===== config.mk =====
export PLATFORM = sky130hd
export DESIGN_NAME = rotor_stack
export DESIGN_NICKNAME = d
export VERILOG_FILES = /design/src/rtl/rotor_stack.sv
export SDC_FILE = /design/constraint.sdc
export NUM_CORES = 1
export LEC_CHECK = 0
export ABC_AREA = 1
export BUFFER_PORTS_ARGS = -buffer_cell sky130_fd_sc_hd__buf_2
export CORE_MARGIN = 4
export CORE_UTILIZATION = 40
export DETAILED_ROUTE_END_ITERATION = 6
export GPL_TIMING_DRIVEN = 0
export SETUP_SLACK_MARGIN = 0.2
export SYNTH_ARGS = -nofsm -noshare
export SYNTH_HDL_FRONTEND = slang
export SYNTH_SLANG_ARGS = --single-unit

===== constraint.sdc =====
create_clock -name clk -period 31.6 [get_ports clk]
set_input_delay 1.58 -clock clk [delete_from_list [all_inputs] [get_ports clk]]
set_output_delay 1.58 -clock clk [all_outputs]
set_load 0.02 [all_outputs]

===== src/rtl/rotor_stack.sv =====
// Enigma I scrambler: rotors I/II/III (left/middle/right), reflector B, ring settings A.
// One letter per IDLE->STEP->SCRAMBLE->HOLD pass; rotors step before the letter is enciphered.
module rotor_stack #(
  parameter logic [4:0] NOTCH_L = 5'd16,
  parameter logic [4:0] NOTCH_M = 5'd4,
  parameter logic [4:0] NOTCH_R = 5'd21
) (
  input  logic       clk,
  input  logic       rst,
  input  logic       load_pos,
  input  logic [4:0] pos_l_in,
  input  logic [4:0] pos_m_in,
  input  logic [4:0] pos_r_in,
  input  logic       in_valid,
  input  logic [4:0] in_letter,
  output logic       in_ready,
  output logic       out_valid,
  output logic [4:0] out_letter,
  input  logic       out_ready,
  output logic       err,
  output logic [4:0] pos_l,
  output logic [4:0] pos_m,
  output logic [4:0] pos_r
);

  if (NOTCH_L > 5'd25 || NOTCH_M > 5'd25 || NOTCH_R > 5'd25) begin : g_notch_check
    $error("rotor_stack: notch parameter outside 0-25");
  end

  typedef enum logic [1:0] {IDLE, STEP, SCRAMBLE, HOLD} state_t;

  // Wiring as ASCII strings, entry 0 = contact A; inverses are precomputed constants.
  localparam logic [0:25][7:0] ROT_I   = "EKMFLGDQVZNTOWYHXUSPAIBRCJ";
  localparam logic [0:25][7:0] ROT_II  = "AJDKSIRUXBLHWTMCQGZNPYFVOE";
  localparam logic [0:25][7:0] ROT_III = "BDFHJLCPRTXVZNYEIWGAKMUSQO";
  localparam logic [0:25][7:0] REF_B   = "YRUHQSLDPXNGOKMIEBFZCWVJAT";
  localparam logic [0:25][7:0] INV_I   = "UWYGADFPVZBECKMTHXSLRINQOJ";
  localparam logic [0:25][7:0] INV_II  = "AJPCZWRLFBDKOTYUQGENHXMIVS";
  localparam logic [0:25][7:0] INV_III = "TAGBPCSDQEUFVNZHYIXJWLRKOM";

  function automatic logic [4:0] wire_map(input logic [0:25][7:0] tbl, input logic [4:0] idx);
    return 5'(tbl[idx] - 8'd65);
  endfunction

  function automatic logic [4:0] add26(input logic [4:0] a, input logic [4:0] b);
    logic [5:0] s;
    s = {1'b0, a} + {1'b0, b};
    if (s >= 6'd26) s = s - 6'd26;
    return s[4:0];
  endfunction

  function automatic logic [4:0] sub26(input logic [4:0] a, input logic [4:0] b);
    logic [5:0] d;
    d = {1'b0, a} - {1'b0, b};
    if (d[5]) d = d + 6'd26;
    return d[4:0];
  endfunction

  function automatic logic [4:0] rotor(input logic [0:25][7:0] tbl, input logic [4:0] x,
                                       input logic [4:0] p);
    return sub26(wire_map(tbl, add26(x, p)), p);
  endfunction

  function automatic logic [4:0] inc26(input logic [4:0] p);
    return (p == 5'd25) ? '0 : p + 5'd1;
  endfunction

  function automatic logic [4:0] clamp26(input logic [4:0] p);
    return (p > 5'd25) ? '0 : p;
  endfunction

  state_t     state, state_nx;
  logic [4:0] letter;
  logic [4:0] s_r, s_m, s_l, s_refl, s_li, s_mi, scrambled;
  logic       step_m, step_l;

  assign s_r       = rotor(ROT_III, letter, pos_r);
  assign s_m       = rotor(ROT_II,  s_r,    pos_m);
  assign s_l       = rotor(ROT_I,   s_m,    pos_l);
  assign s_refl    = wire_map(REF_B, s_l);
  assign s_li      = rotor(INV_I,   s_refl, pos_l);
  assign s_mi      = rotor(INV_II,  s_li,   pos_m);
  assign scrambled = rotor(INV_III, s_mi,   pos_r);

  // Middle steps once whether driven by the right notch, its own notch, or both.
  assign step_l = (pos_m == NOTCH_M);
  assign step_m = (pos_r == NOTCH_R) || step_l;

  always_comb begin
    state_nx = state;
    in_ready = 1'b0;
    case (state)
      IDLE: begin
        in_ready = 1'b1;
        if (!load_pos && in_valid && in_letter <= 5'd25) state_nx = STEP;
      end
      STEP:     state_nx = SCRAMBLE;
      SCRAMBLE: state_nx = HOLD;
      HOLD:     if (out_ready) state_nx = IDLE;
      default:  state_nx = IDLE;
    endcase
  end

  always_ff @(posedge clk or posedge rst) begin
    if (rst) begin
      state      <= IDLE;
      pos_l      <= '0;
      pos_m      <= '0;
      pos_r      <= '0;
      letter     <= '0;
      out_valid  <= 1'b0;
      out_letter <= '0;
      err        <= 1'b0;
    end else begin
      state <= state_nx;
      err   <= 1'b0;
      case (state)
        IDLE: begin
          if (load_pos) begin
            pos_l <= clamp26(pos_l_in);
            pos_m <= clamp26(pos_m_in);
            pos_r <= clamp26(pos_r_in);
          end else if (in_valid) begin
            if (in_letter <= 5'd25) letter <= in_letter;
            else                    err    <= 1'b1;
          end
        end
        STEP: begin
          pos_r <= inc26(pos_r);
          if (step_m) pos_m <= inc26(pos_m);
          if (step_l) pos_l <= inc26(pos_l);
        end
        SCRAMBLE: begin
          out_letter <= scrambled;
          out_valid  <= 1'b1;
        end
        HOLD: if (out_ready) out_valid <= 1'b0;
        default: ;
      endcase
    end
  end

endmodule


======== After elaboration in Yosys (flattened, before gate mapping) ========
Memory sizes are Yosys's and may differ from the RTL's.
Index checks and enable logic that the tools add are counted.
W data, S select, Z words.
storage, ports and cells
  ROM bits ................................ 1792
  input bits .............................. 25
  output and inout bits ................... 23
  register bits ........................... 29
  logic and storage cells ................. 150
  memories ................................ 7
operators by class
  order comparisons ....................... 17
  bitwise operators ....................... 8
  eq/ne operators ......................... 13
  $add $sub $neg .......................... 34
  reduce and logical (&&, ||, !) cells .... 13
  mux-type cells .......................... 50
memories
  name              depth  width  read ports  clocked after Yosys merged registers in  wr ports  line  source
  (name not given)  32     8      1           0                                        0         42    return 5'(tbl[idx] - 8'd65);
  (name not given)  32     8      1           0                                        0         42
  (name not given)  32     8      1           0                                        0         42
  (name not given)  32     8      1           0                                        0         42
  (name not given)  32     8      1           0                                        0         42
  (name not given)  32     8      1           0                                        0         42
  1 more memories   n/a    n/a    n/a         n/a                                      n/a       n/a
operator list
  kind                   count
  $mux W5                37
  $ge A6 B6 Y1 const B   7
  $not A5 Y6             7
  $add A5 B5 Y6          6
  $ge A6 B5 Y1 const B   6
  $sub A5 B5 Y6          6
  $sub A5 B1 Y5 const B  7
  $add A5 B5 Y5 const B  6
  $pmux W5 S2            3
  $sub A5 B5 Y5 const B  6
  $eq A5 B5 Y1 const B   4
  $add A5 B1 Y5 const B  3
  $gt A5 B5 Y1 const B   3
  $ne A2 B2 Y1 const B   5
  $pmux W2 S4            1
  $mux W1                6
  $reduce_and A2 Y1      3
  $reduce_and A3 Y1      2
  $eq A5 B3 Y1 const B   1
  $le A5 B5 Y1 const B   1
  $eq A2 B2 Y1 const B   2
  $mux W2                2
  $reduce_and A4 Y1      1
  $reduce_bool A2 Y1     2
  7 further kinds        8

======== Depth between registers and ports, before layout ========
Gate-level depths: netlist of the first run.
  word-level depth ........................ 71
  gate-level depth with buffers ........... 176
  mapped depth without buffers ............ 176

======== Least setup slack after synthesis of the first run ========
Ideal clock, no wire load.
  path kind ............................... register to register
  start ................................... register pos_r[0]
  end ..................................... register out_letter[3]
  period minus slack after synthesis ...... 22.435 ns
  data arrival time ....................... 22.306 ns
  path slack .............................. 9.165 ns
  cell stages (with the launch flop) ...... 166
  setup time .............................. 0.129 ns
  buffers on the path ..................... 0
  required time ........................... 31.471 ns
  cells stage by stage .................... dfrtp_1 > ha_1 > fa_1 > nand3_1 > nand3_1 > or2_2 > nand4_2 > nand2_1 > nand2_1 > nand2_1 > ha_1 > nand2_1 > nand2_1 > nand2_1 > nand2_1 > nand2_1 > inv_1 > ha_1 > [130 not listed] > inv_1 > nand2_1 > nand3_1 > nand2_1 > nand2_1 > inv_1 > ha_1 > xnor2_1 > ha_1 > a21oi_1 > nand2_1 > nand2_1 > nand2_1 > a21oi_1 > inv_1 > nor2_1 > xor2_1 > o21ai_0
between the ends
  cells in the longest elaborated chain, start to end .. 71
  elaborated cells on any way between the ends .. 77
  those cells by class .................... 31 x add/sub; 6 x order compare; 26 x mux; 7 x bitwise; 7 x memory
RTL lines
  element                                               line  source
  start: declaration                                    23    output logic [4:0] pos_r
  start signal: assignment                              122   pos_r <= clamp26(pos_r_in);
  start signal: assignment                              129   pos_r <= inc26(pos_r);
  $add A5 B5 Y6                                         47    s = {1'b0, a} + {1'b0, b};
  $sub A5 B5 Y5 / $ge A6 B5 Y1 (equally long branches)  48    if (s >= 6'd26) s = s - 6'd26;
  $mux W5                                               48
  $not A5 Y6 (implied by the code)                      42
  $mem_v2 Z32 W8                                        n/a
  $mux W5 (implied by the code) (2 in a row)            42
  $sub A5 B1 Y5                                         42
  $sub A5 B5 Y6                                         54    d = {1'b0, a} - {1'b0, b};
  [53 not listed]                                       n/a
  $mux W5                                               48
  $not A5 Y6 (implied by the code)                      42
  $mem_v2 Z32 W8                                        n/a
  $mux W5 (implied by the code) (2 in a row)            42
  $sub A5 B1 Y5                                         42
  $sub A5 B5 Y6 *                                       54
  $add A5 B5 Y5                                         55    if (d[5]) d = d + 6'd26;
  $mux W5 *                                             55
  end signal: assignment                                134   out_letter <= scrambled;
  end: declaration                                      18    output logic [4:0] out_letter,
Mark *: on every way between the ends. The rest lies on a longest branch, timed or not. The select of a mux whose other input is x is not followed.
A chain may end at the register's enable or synchronous reset.

======== Worst setup path after layout of the first run ========
Same ends and word-level chain as after synthesis.

==> results of run 1 <==
==> kinds of logic (layout without fill, tap and decap cells) <==
group,count (synthesis),count (layout),share of synthesized area
AOI/OAI and AO/OA,161,161,0.1220
xor gates and xnor gates,61,61,0.07372
adders and majority gates,144,144,0.2377
buffers and inverters,188,244,0.09226
DFF,29,29,0.09117
muxes,3,3,0.004244
and+or+nand+nor,678,678,0.3790
==> metrics by stage <==
| stage | hold WS [ns] | cell area (um^2) | cells |
|---|---|---|---|
| 4_1_cts | 0.4942 | 8666 | 1584 |
| 2_1_floorplan | 0.4570 | 7960 | 1264 |
| 6_report | 0.4862 | 8693 | 1585 |
| 5_1_grt | 0.5157 | 8693 | 1585 |
| 3_5_place_dp | 0.4775 | 8527 | 1576 |
| 3_3_place_gp | 0.4755 | 8527 | 1576 |
==> metal layers <==
metal  routed length (um)  share of wire  vias up  track usage
met5                    0              0        -            0
met4                  116         0.0060        0      0.02197
met3                  660          0.034       10      0.01884
met2                 8556           0.45      111       0.2856
met1                 9847           0.51     3548       0.2470
li1                     -              -     4236            -
==> state kept, by name (all words and copies together), names as in the netlist <==
name	cells
letter	5
out_letter	5
pos_l	5
pos_m	5
pos_r	5
state	2
err	1
out_valid	1
==> path summary, 6_finish.rpt <==
check / end / cells after the start / from
max: out_letter[3] / 165 / pos_r[0]
min in group asynchronous: out_valid / 2 / rst
max reg2reg: out_letter[3] / 165 / pos_r[0]
max in group asynchronous: letter[3] / 3 / rst
min: out_letter[0] / 2 / out_letter[0]
min reg2reg: out_letter[0] / 2 / out_letter[0]
==> cell usage after synthesis, types with 5 or more instances <==
cell / number / area [um^2]
o21ai_0: 60 / 300.3
nand3b_1: 13 / 97.59
nand2_1: 398 / 1494
nand3_2: 5 / 50.05
nor3_1: 5 / 25.02
a21oi_1: 50 / 250.2
o21ai_1: 7 / 35.03
o211ai_1: 9 / 67.56
nor2_1: 53 / 198.9
nand4_1: 13 / 81.33
xnor2_1: 26 / 227.7
a31oi_1: 7 / 43.79
nand3_1: 149 / 745.7
ha_1: 132 / 1652
fa_1: 12 / 240.2
dfrtp_1: 29 / 725.7
inv_1: 170 / 638.1
inv_2: 9 / 33.78
nand2_2: 24 / 150.1
xor2_1: 31 / 271.5
==> worst reg2reg max path, delay by kind of cell, from the launching register on <==
family,cells,cell delay [ns]
and+or+nand+nor,84,8.08
xor gates and xnor gates,13,3.01
adders and majority gates,25,7.78
buffers and inverters,21,1.90
AOI/OAI and AO/OA,22,4.33
DFF,1,0.55
==> cell type report <==
type                    instances  area (um^2)  share of cell area
plain buffers                   7        52.55            0.006045
repair buffers                 48        262.8             0.03022
clock inverters                 2        10.01            0.001151
multi-input cells            1047         6500              0.7477
well taps                     265        331.6             0.03814
flip-flops and latches         29        725.7             0.08348
inverters                     181        681.9             0.07844
clock buffers                   6        128.9             0.01482
==> results.toml, run 1 <==
[run_status]
status = "completed"

[critical_path]
end_kind = "flip-flop"
reg2reg_slack_ns = 5.80
crit_buf_inv = 21
worstPathRequired_ns = 31.75
cp_top_family = "simple AND/OR/NAND/NOR gates"
worst-path-max-fanout = 11
cpMostUsedCell = "nand2_1"
critPathKind = "flip-flop to flip-flop"
startpoint_type = "flip-flop"
worstPathArrival_ns = 25.94
crit_path_top_delay_cell = "dfrtp_1"
cp_slowest_stage_delay_ns = 0.55

[final_layout]
fillers = 2129
final_cell_mix = "398 x nand2_1, 169 x inv_1, 149 x nand3_1, 132 x ha_1, 60 x o21ai_0"
final_common_cell = "nand2_1"
fin_nets = 1488
diodes = 0
syn2layout_area_growth_pct = 9.211
layout-drive-gt1-share = 0.1015
final_core_util = 0.4452

[route]
drt_first_pass_iters = 5
ant_nets = 0
wl_per_cell_um = 12.10
wl_mm = 19.18
drtIter0Drc = 347
drc = 0
dr_total_vias = 7905
viasPerCell = 4.987

[timing]
finalHoldViolations = 0
worst_slack_ns = 5.803
setup_viol = 0
fin_crit_sh = 0.8163
setup_tns_ns = 0
fmax_mhz = 38.76
worst_slew_pin_slew_ns = 0.9256
rsz0062_at_grt = "no"
max_slew_margin = 0.3762
clock_skew_ns = 0.005602
maxSlewViolCount = 0
fin_crit_ns = 25.80

[placed_design]
post-place-ws_ns = 5.994
gp_congestion = 0.8611
numPortBuffers = 47
post-dp-hpwl_mm = 15.78

[clock_tree]
clk_path_buf_depth = 2
htree_levels = 2
hold_buffers = 0
clock-sinks = 29
cts_resized = 0
cts_setup_buffers = 0
cts_root_buf = "clkbuf_16"
cts_tree = "yes"
clock_latency_ns = 0.28
path_clk_slew_ns = 0.05
cts_buffers = 5

[synth]
seq_area_frac_synth = 0.09117
synth_nets = 1433
synth.avg_cell_area_um2 = 6.298
synth_edf_count = 0
ys.flop_type = "dfrtp_1"
async_flop_share = 1.000
ys_warn_count = 0
ys_ff_latch = 29
synth.distinct_cells = 53
syn_area_um2 = 7960
synth_cells = 1264

[grt]
grt_start_max_net_pins = 30
antenna_found_initial = 0
grt_pass1_wl_mm = 32.75
grt-ovfl-total = 0
first_global_vias = 7240
grt_util_all_layers = 0.1717

[floorplanning]
die_area_um2 = 22220
die_h_um = 149.1
fp.dieW_um = 149.1
row_count = 51
core_um2 = 19530
io_pins = 48
initial_core_util = 0.4077

[flow_run]
cap_violations = 0

[min_path]
hp-class = "flip-flop to flip-flop"
Power of run 1 is not shown: default switching activity piles up to over one toggle a cycle in this logic, so the estimate is an artifact.
==> run 2, diff against run 1 <==
==> constraint.sdc (replaced) <==
create_clock -name clk -period 25.7 [get_ports clk]
set_input_delay 1.285 -clock clk [delete_from_list [all_inputs] [get_ports clk]]
set_output_delay 1.285 -clock clk [all_outputs]
set_load 0.02 [all_outputs]
==> run 2 against run 1 <==
Cell count rose by 1.1%. Non-clock buffer count rose by 18. Die area did not move. Flip-flop and latch count did not move. Clock skew fell by 0.0011 ns. Final area rose by 5.1%. Core utilization rose by 2.3 points. Critical path depth fell by 2. Setup slack got worse by 3.5 ns. First-iteration DRC count rose by 5.2%. Sequential share of layout area fell by 0.39 points. Hold slack got worse by 0.0014 ns. Critical path type unchanged. Critical endpoint is now out_letter[4].
==> results.toml, run 2 (synthesis gave the netlist of run 1 again) <==
[clock_tree]
path_clk_slew_ns = 0.05
cts_buffers = 5
clock-sinks = 29
cts_tree = "yes"
cts_root_buf = "clkbuf_16"
clk_path_buf_depth = 2
htree_levels = 2
clock_latency_ns = 0.28

[timing]
worst_slew_pin_slew_ns = 0.9060
max_slew_margin = 0.3894
setup_tns_ns = 0
timing.hold.ws_ns = 0.4848
fmax_mhz = 42.74
setup_viol = 0
clock_skew_ns = 0.004512
fin_crit_sh = 0.9105
finalHoldViolations = 0
maxSlewViolCount = 0
rsz0062_at_grt = "no"
fin_crit_ns = 23.40

[route]
wl_per_cell_um = 12.18
drc = 0
drtIter0Drc = 365
ant_nets = 0
viasPerCell = 5.002
dr_total_vias = 8019
drt_first_pass_iters = 5
wl_mm = 19.53

[critical_path]
cpMostUsedCell = "nand2_1"
worstPathArrival_ns = 23.59
cp_slowest_stage_delay_ns = 0.45
crit_buf_inv = 21
worst-path-max-fanout = 7
cp_top_family = "adder cells"
r2r_end = "out_letter[4]"
crit_path_top_delay_cell = "dfrtp_2"
startpoint_type = "flip-flop"
cp.depth = 163
startpoint = "pos_r[0]"
end_kind = "flip-flop"
worstPathRequired_ns = 25.89
r2r_start = "pos_r[0]"
crit_end = "out_letter[4]"
reg2reg_slack_ns = 2.30
worstRegToRegCells = 163
critPathKind = "flip-flop to flip-flop"

[floorplanning]
fp.dieW_um = 149.1
initial_core_util = 0.4077
io_pins = 48
core_um2 = 19530
row_count = 51
die_area_um2 = 22220
die_h_um = 149.1

[final_layout]
fin_nets = 1506
final_common_cell = "nand2_1"
final_core_util = 0.4680
syn2layout_area_growth_pct = 14.79
diodes = 0
layout-drive-gt1-share = 0.1540
final_cell_mix = "385 x nand2_1, 166 x inv_1, 149 x nand3_1, 125 x ha_1, 57 x o21ai_0"
stdcell_count = 1603

[placed_design]
gp_congestion = 0.8611
dp_cells = 1576
post-dp-hpwl_mm = 15.78
numPortBuffers = 47

[grt]
grt_util_all_layers = 0.1718
grt_start_max_net_pins = 30
antenna_found_initial = 0
grt_pass1_wl_mm = 32.77
grt-ovfl-total = 0
first_global_vias = 7241

[run_status]
status = "completed"

[flow_run]
cap_violations = 0

[min_path]
hp-class = "flip-flop to flip-flop"
run 2: cell count changes in the layout (fill, tap and decap cells not counted), sizes merged:
cell,delta
buf,+18
run 2: repair_timing:
item                                    in CTS  in global routing
endpoints found under the setup margin       3                  5
cloned                                       0                  0
pin swaps                                    0                 28
resized for setup                            2                 69
buffers inserted                             0                 18
hold buffers                                 0                  0
run 2: per-stage QoR:
stage / instance area, um^2 / setup slack [ns]
detailed placement: 8527 / 0.09397
global route: 9138 / 0.05801
floorplan: 7960 / 3.265
finish: 9138 / 2.300
CTS: 8685 / 0.2348
global placement: 8527 / 0.1917
run 2: how the worst min path moves through the flow:
stage / to / cells past startpoint / slack [ns] / startpoint
CTS: out_letter[0] / 2 / 0.49 / out_letter[0]
detailed placement: out_letter[0] / 2 / 0.48 / out_letter[0]
finish: out_letter[0] / 2 / 0.48 / out_letter[0]
floorplan: letter[3] / 2 / 0.46 / letter[3]
global placement: out_valid / 1 / 0.48 / out_valid
global route: out_letter[2] / 2 / 0.52 / out_letter[2]
run 2: worst min-delay path: stages, from the launching register on:
cell and delay, ns:
dfrtp_1 0.34, nand2_1 0.05, o21ai_0 0.06
run 2: area by class of cell:
cell class / instances / area [um^2]
Multi-Input combinational cell: 1047 / 6808
Timing Repair Buffer: 66 / 397.9
Clock buffer: 6 / 128.9
Buffer: 7 / 52.55
Sequential cell: 29 / 726.9
Clock inverter: 2 / 10.01
Tap cell: 265 / 331.6
Fill cell: 2098 / 10390
Inverter: 181 / 681.9
run 2: layer usage:
| layer | GRT usage | part of all wire |
|---|---|---|
| met5 | 0 | 0 |
| met2 | 0.2856 | 0.46 |
| met1 | 0.2472 | 0.50 |
| met4 | 0.02197 | 0.0057 |
| met3 | 0.01884 | 0.032 |
Power of run 2 is left out for the same reason.
